--- src/rtl/serial_to_parallel.sv ---
// LSB-first serial-to-parallel deserializer. The output word register sits behind
// a valid/ready handshake and has a sticky overrun flag.
module serial_to_parallel #(
    parameter int WIDTH = 4,
    parameter int CNT_W = $clog2(WIDTH)
) (
    input  logic             clk,
    input  logic             reset,
    input  logic             serial_i,
    input  logic             valid_i,
    input  logic             clr_i,
    input  logic             ready_i,
    output logic [WIDTH-1:0] parallel_o,
    output logic             valid_o,
    output logic             empty_o,
    output logic             overrun_o,
    output logic [CNT_W-1:0] bit_count_o
);
    typedef enum logic {EMPTY_OUT, FULL_OUT} out_state_t;

    out_state_t       state;
    logic [WIDTH-1:0] shift_q;
    logic [WIDTH-1:0] word_q;
    logic [CNT_W-1:0] cnt_q;
    logic             ovr_q;
    logic             take;
    logic             done;
    logic [WIDTH-1:0] word_next;

    assign take = valid_i & ~clr_i;
    assign done = take & (cnt_q == CNT_W'(WIDTH - 1));
    // The last bit bypasses the shift register so the word is loaded on the same edge.
    assign word_next = {serial_i, shift_q[WIDTH-2:0]};

    always_ff @(posedge clk or negedge reset) begin
        if (!reset) begin
            state   <= EMPTY_OUT;
            shift_q <= '0;
            word_q  <= '0;
            cnt_q   <= '0;
            ovr_q   <= 1'b0;
        end else begin
            if (clr_i) begin
                shift_q <= '0;
                cnt_q   <= '0;
                ovr_q   <= 1'b0;
            end else if (take) begin
                if (done) begin
                    shift_q <= '0;
                    cnt_q   <= '0;
                end else begin
                    shift_q[cnt_q] <= serial_i;
                    cnt_q          <= cnt_q + CNT_W'(1);
                end
            end

            case (state)
                EMPTY_OUT: begin
                    if (done) begin
                        word_q <= word_next;
                        state  <= FULL_OUT;
                    end
                end
                FULL_OUT: begin
                    // A completion while the consumer stalls drops the new word.
                    if (done) begin
                        if (ready_i) word_q <= word_next;
                        else         ovr_q  <= 1'b1;
                    end else if (ready_i) begin
                        state <= EMPTY_OUT;
                    end
                end
                default: state <= EMPTY_OUT;
            endcase
        end
    end

    assign parallel_o  = word_q;
    assign valid_o     = (state == FULL_OUT);
    assign empty_o     = (cnt_q == '0);
    assign overrun_o   = ovr_q;
    assign bit_count_o = cnt_q;
endmodule

--- config.mk ---
export PLATFORM = sky130hd
export DESIGN_NAME = serial_to_parallel
export DESIGN_NICKNAME = d
export VERILOG_FILES = /design/src/rtl/serial_to_parallel.sv
export SDC_FILE = /design/constraint.sdc
export NUM_CORES = 1
export LEC_CHECK = 0
export ABC_AREA = 1
export BUFFER_PORTS_ARGS = -buffer_cell sky130_fd_sc_hd__buf_4
export CORE_AREA = 5 5 42 44
export DETAILED_ROUTE_END_ITERATION = 16
export DIE_AREA = 0 0 47 49
export GPL_ROUTABILITY_DRIVEN = 0
export PLACE_DENSITY = 0.67
export SETUP_SLACK_MARGIN = 0.05
export SYNTH_ARGS = -nofsm -noshare
export SYNTH_HDL_FRONTEND = slang
export SYNTH_SLANG_ARGS = --single-unit
export TNS_END_PERCENT = 50
--- constraint.sdc ---
create_clock -name clk -period 1.4 [get_ports clk]
set_clock_uncertainty 0.2 [all_clocks]
set_input_delay 0.07 -clock clk [delete_from_list [all_inputs] [get_ports clk]]
set_output_delay 0.07 -clock clk [all_outputs]
set_load 0.05 [all_outputs]
# Word-level counts from Yosys, hierarchy flattened
# Index checks and enable logic that the tools add are counted.
dict set report totals {
  register_bits 12
  inputBits 6
  output_inout_bits 9
  word_cells 41
}
dict set report classes {
  add_sub_neg 1
  n_lt_le_gt_ge 2
  eq_ne 4
  mux 21
  bitwise 4
  reduce_logical 4
}
# cell count
set op_table {}
lappend op_table {{2-to-1 mux 4 bit} 6}
lappend op_table {{2-to-1 mux 1 bit} 8}
lappend op_table {{case mux 4 bit (2 select lines)} 1}
lappend op_table {{2-to-1 mux 2 bit} 3}
lappend op_table {{bitwise mux 4 bit} 1}
lappend op_table {{inequality test 2 bit (second input constant)} 2}
lappend op_table {{less-than comparator 2 x 3 -> 1 bit (second input constant)} 1}
lappend op_table {{AND reduction 3 bit} 1}
lappend op_table {{adder 2 x 1 -> 2 bit (second input constant)} 1}
lappend op_table {{AND 1 bit} 2}
lappend op_table {{demux 1 bit (select 2 bit)} 1}
lappend op_table {{== test 2 bit (second input constant)} 1}
lappend op_table {{greater-or-equal comparator 2 x 1 -> 1 bit (second input constant)} 1}
lappend op_table {{zero test 2 bit} 1}
lappend op_table {{inequality test 2 x 1 -> 1 bit (second input constant)} 1}
lappend op_table {{NOT 1 bit} 2}
lappend op_table {{case mux 1 bit (2 select lines)} 1}
lappend op_table {{nonzero test 2 bit} 1}
lappend op_table {{logical AND 1 bit} 1}

# Longest topological paths before layout
# Gate-level depths: netlist of the first run.
dict set report depth {
  ltp_word 8
  depth_mapped 6
}

# Worst setup path after synthesis of the first run
# Ideal clock, no wire load.
dict set report synth_path {
  path_type {flip-flop to flip-flop}
  from {register cnt_q[0] (netlist: bit_count_o[0])}
  to {register shift_q[0]}
  setup_time_ns 0.118
  arrival_ns 1.573
  t_required_ns 1.082
  path_slack_ns -0.490
  stages_incl_launch_ff 6
  n_path_buf 0
  synth_period_minus_slack_ns 1.890
  path_cell_list {dfrtp_1 -> inv_1 -> ha_1 -> o21ai_0 -> nor2_1 -> nor2_1}
}
dict set report synth_via {
  elab_chain_len 8
}
# element line_no
set synth_lines {}
lappend synth_lines {{from (decl)} 24} ;# logic [CNT_W-1:0] cnt_q;
lappend synth_lines {{from (signal assigned)} 53} ;# cnt_q <= cnt_q + CNT_W'(1);
lappend synth_lines {{less-than comparator 2 x 3 -> 1 bit (implied by the code) or greater-or-equal comparator 2 x 1 -> 1 bit (tied branches)} 52} ;# shift_q[cnt_q] <= serial_i;
lappend synth_lines {{logical AND 1 bit (implied by the code)} 52}
lappend synth_lines {{2-to-1 mux 1 bit (implied by the code)} 52}
lappend synth_lines {{demux 1 bit (select 2 bit)} 52}
lappend synth_lines {{bitwise mux 4 bit} 52}
lappend synth_lines {{2-to-1 mux 4 bit *} 48} ;# if (done) begin
lappend synth_lines {{2-to-1 mux 4 bit *} 47} ;# end else if (take) begin
lappend synth_lines {{2-to-1 mux 4 bit *} 43} ;# if (clr_i) begin
lappend synth_lines {{to (signal, indexed assignment)} 52}
lappend synth_lines {{to (decl)} 22} ;# logic [WIDTH-1:0] shift_q;
# Every way passes the cells marked *; elsewhere a longest branch is shown, timed or not. The select of a mux whose other input is x is not followed.
# A chain may end at the register's enable or synchronous reset.

# Worst setup path after layout of the first run
dict set report layout_path {
  from {register cnt_q[1] (netlist: bit_count_o[1])}
  to {output empty_o}
}
dict set report layout_via {
  elab_chain_len 1
}
# element line_no
set layout_lines {}
lappend layout_lines {{zero test 2 bit} 80} ;# assign empty_o = (cnt_q == '0);
lappend layout_lines {{to (decl)} 15} ;# output logic empty_o,
# Every way passes these cells.

==> results.ini, run 1 <==
[run_status]
outcome = complete, no violations

[clock_network]
cts_made_buffers = 3
cts_sinks = 11
cts_root_buf = clkbuf_4
clockBufferDepth = 2
path_clk_slew_ns = 0.07
cts_tree = done
htreeDepth = 1
insertion_delay_ns = 0.27

[timing]
setup_ws_ns = 0.0242
timing.final.setup_violations = 0
fin_crit_sh_pct = 98.3
max_freq_ghz = 0.727
tightest_slew_ns = 0.270
maxSlewViolCount = 0
hold_viol_final = 0
hold_ws_ns = 0.0402
finalSetupTns_ns = 0
slew_headroom_pct = 81.9
rsz0062_at_grt = yes
min_period_ns = 1.38

[synth]
ys_warn_count = 0
syn_area_per_cell_sq_um = 8.78
synthAdderAreaFrac_pct = 9.35
netlist.area_leader.share_pct = 51.4
syn_nets = 71
ys_top_cells_by_area = dfrtp_1 51%, nand2_1 12%, ha_1 9.3%, inv_1 4.9%, nand3_1 4.7%
syn_inst = 61
synth_top_area_cell = dfrtp_1
synth_compound_area_share_pct = 5.61
synth_mux_area_share_pct = 0
synthesis.area_sq_um = 536
yosys.area_share.simple_pct = 26.4
synth_top_family_by_area = simple AND/OR/NAND/NOR gates
ys_seq_area_share_pct = 51.4
ys_seq_elements = 11
synth_xor_area_share_pct = 1.64
synth_cell_type_count = 14

[setup_path]
cp_slowest_cell = dfrtp_2
r2r_cells = 7
endpoint_kind = output pin
crit_arrival_ns = 1.11
crit_chain = inv_4, ha_4, buf_8
critical_path.top_delay_family = flip-flops
crit_required_ns = 1.13
crit_path_end = empty_o
cp-start-kind = flip-flop
worstSetupStartpoint = bit_count_o[1]
rr_endpoint = shift_q[0]
cp_num_buf_inv = 2
critPathMaxFanout = 4
cp.depth = 3
worst_path_largest_cell_delay_ns = 0.46
worstSetupPathType = reg -> out
reg2reg_slack_ns = 0.08
r2r-start = bit_count_o[1]

[final_layout]
area_delta_synth_final_pct = 64.0
nNetsFinal = 103
n_antenna_cell = 0
post-route-util_pct = 62.7
final_cell_mix = 17 x nand2_1, 15 x buf_4, 9 x dfrtp_1
layout-drive-gt1-share_pct = 37.0
layout_commonest_cell = nand2_1

[routing]
drtPass1Iterations = 4
wl_met1_um = 560
drt_iter0_markers = 3
drtAntennaViolNets = 0
vias_per_cell = 4.68
drc = 0
met3_length_um = 80
wl_per_cell_um = 12.2
top_layer_used = met4
routed_wl_mm = 1.32
wl_met2_um = 664
via_count = 505

[global_route]
grt_first_pass_wirelength_mm = 2.33
antenna_found_initial = 0
globalRouteOverflowTotal = 0
grt_max_degree = 12
grtUsageTotal_pct = 14.1
first_global_vias = 505

[power]
power_density_nw_per_um2 = 993
power.total_w = 0.000872
cellLeakagePower_nw = 0.454
ir_drop_mv = 0.583

[floorplanning]
fp-row-count = 14
dieArea_sq_um = 2300
pin_count = 15
start_util_pct = 38.2
die-width_um = 47
die_y_um = 49
core_sq_um = 1400

[min_path]
hp-class = in -> reg

[place]
port-buffer-count = 14
place_ws_ns = 0.107
dp_hpwl_um = 908

[job]
maxCapViolations = 0

[cell usage after synthesis (all sizes together)]
| cell type | number |
|---|---|
| nand3 | 6 |
| dfrtp | 11 |
| xnor2 | 1 |
| inv | 8 |
| nand3b | 1 |
| a21oi | 2 |
| ha | 4 |
| o21ai | 4 |
| nand2 | 18 |
| nor3 | 1 |
| nor2 | 5 |
[timing repair]
| item | in CTS | in global routing |
|---|---|---|
| hold buffers | 9 | 0 |
| pin swaps | 1 | 2 |
| hold endpoints to repair | 19 | 0 |
| setup buffers | 4 | 0 |
| cloned | 0 | 0 |
| endpoints found under the setup margin | 1 | 10 |
| gates resized for setup | 2 | 10 |
[kinds of logic after synthesis]
family                     after synthesis
buffers and inverters                    8
DFF                                     11
AOI/OAI and AO/OA                        6
xor gates and xnor gates                 1
adders and majority gates                4
and+or+nand+nor                         31
[routing by layer]
| layer | GRT usage [%] | vias up |
|---|---|---|
| met4 | 5.53 | 0 |
| met1 | 18.8 | 234 |
| li1 | - | 255 |
| met2 | 20.1 | 14 |
| met3 | 5.17 | 2 |
| met5 | 0 | - |
[stage by stage]
stage,instances,instance area (sq um)
after floorplan,61,567
after CTS,108,846
final,108,878
after global placement,91,692
after detailed placement,91,692
after global routing,108,878
[state kept, by name (all words and copies together), names as in the netlist]
register,cells
overrun_o,1
parallel_o,4
bit_count_o,2
shift_q,3
valid_o,1
[final cells by class]
class,instances,area (sq um)
sequential,11,278
timing repair buffer,27,243
fill,119,523
tap,16,20.0
inverter,8,35.0
clock buffer,4,26.3
multi-input combinational,42,277
[power breakdown]
| part | internal, W | leakage (nW) | switching (W) |
|---|---|---|---|
| combinational | 0.000120 | 0.292 | 0.000168 |
| clock | 0.000110 | 0.0150 | 0.000106 |
| sequential | 0.000345 | 0.147 | 0.0000222 |
| total | 0.000576 | 0.454 | 0.000296 |
[worst min-delay path: cells and delay by family]
family	cells	cell delay (ns)
AND/OR/NAND/NOR	2	0.30
buffers and inverters	2	0.10
[worst min path at each step]
| stage | endpoint | slack, ns | cells past startpoint | from |
|---|---|---|---|---|
| 2_1_floorplan | bit_count_o[0] | -0.43 | 0 | reset |
| 3_3_place_gp | parallel_o[1] | -0.29 | 1 | reset |
| 3_5_place_dp | parallel_o[1] | -0.29 | 1 | reset |
| 4_1_cts | valid_o | 0.05 | 4 | ready_i |
| 5_1_grt | valid_o | 0.06 | 4 | ready_i |
| 6_report | valid_o | 0.04 | 4 | ready_i |
Note: power is estimated with default switching activity, not from simulation.
==> run 2: changes to the inputs <==
Settings changed: GPL_TIMING_DRIVEN from default to 0, PLACE_DENSITY 0.67 to 0.7.
Clock period 1.4 ns to 1.15 ns, I/O delays scaled along.
==> run 2 against run 1 <==
  * The run now ends with hold timing, setup timing left
  * Non-clock buffer count increased by 1
  * Worst setup slack got worse by 0.23 ns
  * Hold slack worse by 0.074 ns
  * Die area unchanged
  * Core utilization rose by 6.2 points
  * Global-route usage is 0.25 points higher
  * Critical path depth unchanged
  * Register-to-register slack got worse by 0.27 ns
  * Sequential share of layout area down 2.8 points
  * Sequential power grew 23%
  * Wire length rose by 9.0%
  * Critical path type unchanged
  * Largest power group unchanged
  * Highest routed layer unchanged
==> results.ini, run 2 (synthesis results as in run 1) <==
[routing]
routed_wl_mm = 1.43
wl_per_cell_um = 13.1
vias_per_cell = 5.05
via_count = 550
top_layer_used = met4
drt_iter0_markers = 5
wl_met2_um = 715
met3_length_um = 83
drtPass1Iterations = 4
wl_met1_um = 557
drtAntennaViolNets = 0
drc = 0

[global_route]
antenna_found_initial = 0
grt_first_pass_wirelength_mm = 2.30
grtUsageTotal_pct = 14.3
first_global_vias = 522
grt_max_degree = 12
globalRouteOverflowTotal = 0

[power]
seqPwrFrac_pct = 40.2
switchingPower_w = 0.000385
cellLeakagePower_nw = 0.478
ir_drop_mv = 0.640
power_density_nw_per_um2 = 1160
netSwitchingFraction_pct = 34.4
pwr-share-comb_pct = 36.2
p_clk_share_pct = 23.6
p_int_w = 0.000733

[clock_network]
htreeDepth = 1
insertion_delay_ns = 0.27
cts_root_buf = clkbuf_4
path_clk_slew_ns = 0.06
cts_sinks = 11
hold_buffers = 7
clockBufferDepth = 2
cts_made_buffers = 3
cts_tree = done

[min_path]
hp-class = in -> reg

[setup_path]
crit_required_ns = 0.89
cp-start-kind = flip-flop
critPathMaxFanout = 4
worstSetupPathType = reg -> out
endpoint_kind = output pin
crit_arrival_ns = 1.10

[floorplanning]
pin_count = 15
core_sq_um = 1400
start_util_pct = 38.2
die-width_um = 47
die_y_um = 49
fp-row-count = 14
dieArea_sq_um = 2300

[timing]
max_freq_ghz = 0.736
rsz0062_at_grt = yes
hold_viol_final = 3
min_period_ns = 1.36
maxSlewViolCount = 0
finalSetupTns_ns = -1.92
tightest_slew_ns = 0.497
setup_ws_ns = -0.209
fin_crit_sh_pct = 118
hold_ws_ns = -0.0336
slew_headroom_pct = 66.8
timing.final.setup_violations = 14

[run_status]
outcome = finished with violations
violations = hold timing, setup timing

[final_layout]
n_antenna_cell = 0
largest_reg_flops = 4
post-route-util_pct = 68.8
final_cell_mix = 13 x nand2_1, 13 x buf_4, 9 x dfrtp_1
nNetsFinal = 104
fillers = 117
fin_area_sq_um = 965
layout-drive-gt1-share_pct = 47.3
area_delta_synth_final_pct = 80.1

[job]
maxCapViolations = 0

[place]
dpl_cell_area_sq_um = 692
dp_hpwl_um = 873
port-buffer-count = 14

run 2: power by group through the flow:
stage	registers (W)	clock network, W	logic, W
after floorplan	0.000533	0	0.000109
after global placement	0.000454	0	0.000270
after detailed placement	0.000456	0	0.000276
after CTS	0.000446	0.000271	0.000360
after global routing	0.000453	0.000297	0.000432
final	0.000450	0.000264	0.000404
run 2: path summary, 6_finish.rpt:
| kind | from | end | slack (ns) | cells past startpoint |
|---|---|---|---|---|
| min | valid_i | bit_count_o[0] | -0.03 | 4 |
| max reg2reg | bit_count_o[0] | shift_q[1] | -0.19 | 6 |
| max in group asynchronous | reset | bit_count_o[0] | 0.10 | 3 |
| max | bit_count_o[0] | empty_o | -0.21 | 3 |
| min reg2reg | parallel_o[3] | parallel_o[3] | 0.28 | 2 |
| min in group asynchronous | reset | parallel_o[0] | 0.48 | 3 |
run 2: timing repair:
item                                    4_1_cts  5_1_grt
resized for setup                            16       14
pin swaps                                     4        3
endpoints found under the setup margin       17       20
endpoints found under the hold margin        18        3
buffers inserted                              6        1
run 2: metal layers:
layer	up-vias	track usage, %
met5	-	0
met4	0	11.1
met3	9	1.85
met2	26	21.7
met1	255	17.4
li1	260	-
run 2: layout make-up:
class	count	area, sq um	area share, %
timing repair buffer	28	268	27.8
inverter	8	35.0	3.63
tap	16	20.0	2.08
multi-input combinational	42	338	35.0
sequential	11	278	28.8
clock buffer	4	26.3	2.72
run 2: through the flow:
stage	instances	worst slack (ns)	total power, W
2_1_floorplan	61	-0.260	0.000642
3_3_place_gp	91	-0.151	0.000725
3_5_place_dp	91	-0.195	0.000732
4_1_cts	108	-0.216	0.00108
5_1_grt	109	-0.249	0.00118
6_report	109	-0.209	0.00112
run 2: critical path: stages (launching register included):
cell	delay (ns)
dfrtp_2	0.46
inv_2	0.09
ha_4	0.14
buf_8	0.14
==> run 3: changes to the inputs <==
Settings changed: PLACE_DENSITY 0.7 to default, PLACE_DENSITY_LB_ADDON from default to 0.1.
==> run 3 against run 2 <==
  * The flow still finishes with violations (hold timing, setup timing)
  * Critical path depth unchanged
  * Clock power decreased by 2%
  * Maximum frequency increased by 1.3%
  * Core utilization decreased by 2.9 points
  * Wire length decreased by 11%
==> results.ini, run 3 (synthesis results as in run 1) <==
[routing]
via_count = 495
drc = 0
drt_iter0_markers = 3
wl_per_cell_um = 11.9
drtAntennaViolNets = 0
routed_wl_mm = 1.28
drtPass1Iterations = 2
vias_per_cell = 4.63

[setup_path]
r2r_cells = 7
critPathMaxFanout = 4
cp_num_buf_inv = 2
reg2reg_slack_ns = -0.15
cp-start-kind = flip-flop
critical_path.top_delay_family = flip-flops
worstSetupPathType = reg -> out
cp.depth = 3
crit_arrival_ns = 1.08
worst_path_largest_cell_delay_ns = 0.45
worstSetupStartpoint = bit_count_o[0]
rr_endpoint = shift_q[0]
crit_chain = inv_2, ha_4, buf_8
cp_slowest_cell = dfrtp_2
r2r-start = bit_count_o[0]
crit_path_end = empty_o
endpoint_kind = output pin
crit_required_ns = 0.89

[timing]
rsz0062_at_grt = yes
fin_crit_sh_pct = 117
max_freq_ghz = 0.745
hold_viol_final = 3
min_period_ns = 1.34
tightest_slew_ns = 0.321
slew_headroom_pct = 78.5
timing.final.setup_violations = 14
hold_ws_ns = -0.0277
setup_ws_ns = -0.192
maxSlewViolCount = 0

[clock_network]
cts_sinks = 11
insertion_delay_ns = 0.26
cts_made_buffers = 3
cts_root_buf = clkbuf_4
clockBufferDepth = 2
htreeDepth = 1
cts_tree = done
hold_buffers = 7
path_clk_slew_ns = 0.07

[floorplanning]
fp-row-count = 14
core_sq_um = 1400
pin_count = 15
dieArea_sq_um = 2300
die-width_um = 47
die_y_um = 49
start_util_pct = 38.2

[final_layout]
area_delta_synth_final_pct = 72.7
post-route-util_pct = 66.0
finalNonFillerCells = 107
layout_commonest_cell = nand2_1
layout-drive-gt1-share_pct = 46.2
nNetsFinal = 102
largest_reg_flops = 4
final_cell_mix = 13 x nand2_1, 12 x buf_4, 9 x dfrtp_1
n_antenna_cell = 0

[place]
port-buffer-count = 14
dp_hpwl_um = 852
place_inst = 91

[global_route]
antenna_found_initial = 0
grt_max_degree = 12
grtUsageTotal_pct = 13.4
grt_first_pass_wirelength_mm = 2.19
globalRouteOverflowTotal = 0
first_global_vias = 537

[power]
seqPwrFrac_pct = 41.9
power_density_nw_per_um2 = 1160
p_int_w = 0.000711
pwr-share-comb_pct = 34.1
p_clk_share_pct = 24.1
ir_drop_mv = 0.689
cellLeakagePower_nw = 0.459
switchingPower_w = 0.000362
netSwitchingFraction_pct = 33.8

[min_path]
hp-class = in -> reg

[run_status]
outcome = finished with violations
violations = hold timing, setup timing

[job]
maxCapViolations = 0

## run 3: power groups by stage
stage / logic, W / registers (W) / clock network, W
after floorplan: 0.000109 / 0.000533 / 0
final: 0.000366 / 0.000449 / 0.000258
after global routing: 0.000395 / 0.000453 / 0.000289
after global placement: 0.000270 / 0.000454 / 0
after detailed placement: 0.000273 / 0.000456 / 0
after CTS: 0.000349 / 0.000446 / 0.000264
## run 3: tightest hold or removal path, stage by stage
cell     delay (ns)
buf_4          0.12
o21ai_2        0.07
nor2_1         0.10
nor2_1         0.05
## run 3: worst min path at each step
| stage | depth (start not counted) | from | to |
|---|---|---|---|
| finish | 4 | valid_i | shift_q[1] |
| floorplan | 0 | reset | bit_count_o[0] |
| global placement | 1 | reset | valid_o |
| CTS | 4 | valid_i | bit_count_o[1] |
| detailed placement | 1 | reset | valid_o |
| global route | 4 | valid_i | shift_q[1] |
## run 3: metrics by stage
step           total power (W)  setup WS (ns)  cell area, sq um  setup TNS [ns]
6_report               0.00107         -0.192               925           -1.49
5_1_grt                0.00114         -0.231               925           -2.23
4_1_cts                0.00106         -0.206               880           -1.51
3_5_place_dp          0.000729         -0.176               692           -1.36
3_3_place_gp          0.000724         -0.160               692           -1.24
2_1_floorplan         0.000642         -0.260               567           -2.36
## run 3: area by class of cell
class                      count  area, sq um
clock buffer                   4         26.3
fill                         112          477
inverter                       8         37.5
multi-input combinational     42          318
sequential                    11          278
tap                           16         20.0
timing repair buffer          26          245
## run 3: timing repair
action	4_1_cts	5_1_grt
resized for setup	13	15
setup buffers	5	0
endpoints found under the hold margin	18	3
pin swaps	4	2
endpoints found under the setup margin	15	31
## run 3: routing by layer
| layer | track usage, % | routed length [um] | vias up |
|---|---|---|---|
| met2 | 20.6 | 668 | 10 |
| met4 | 7.83 | 10 | 0 |
| met3 | 4.06 | 58 | 2 |
| met5 | 0 | 0 | - |
| met1 | 15.6 | 537 | 230 |
| li1 | - | - | 253 |
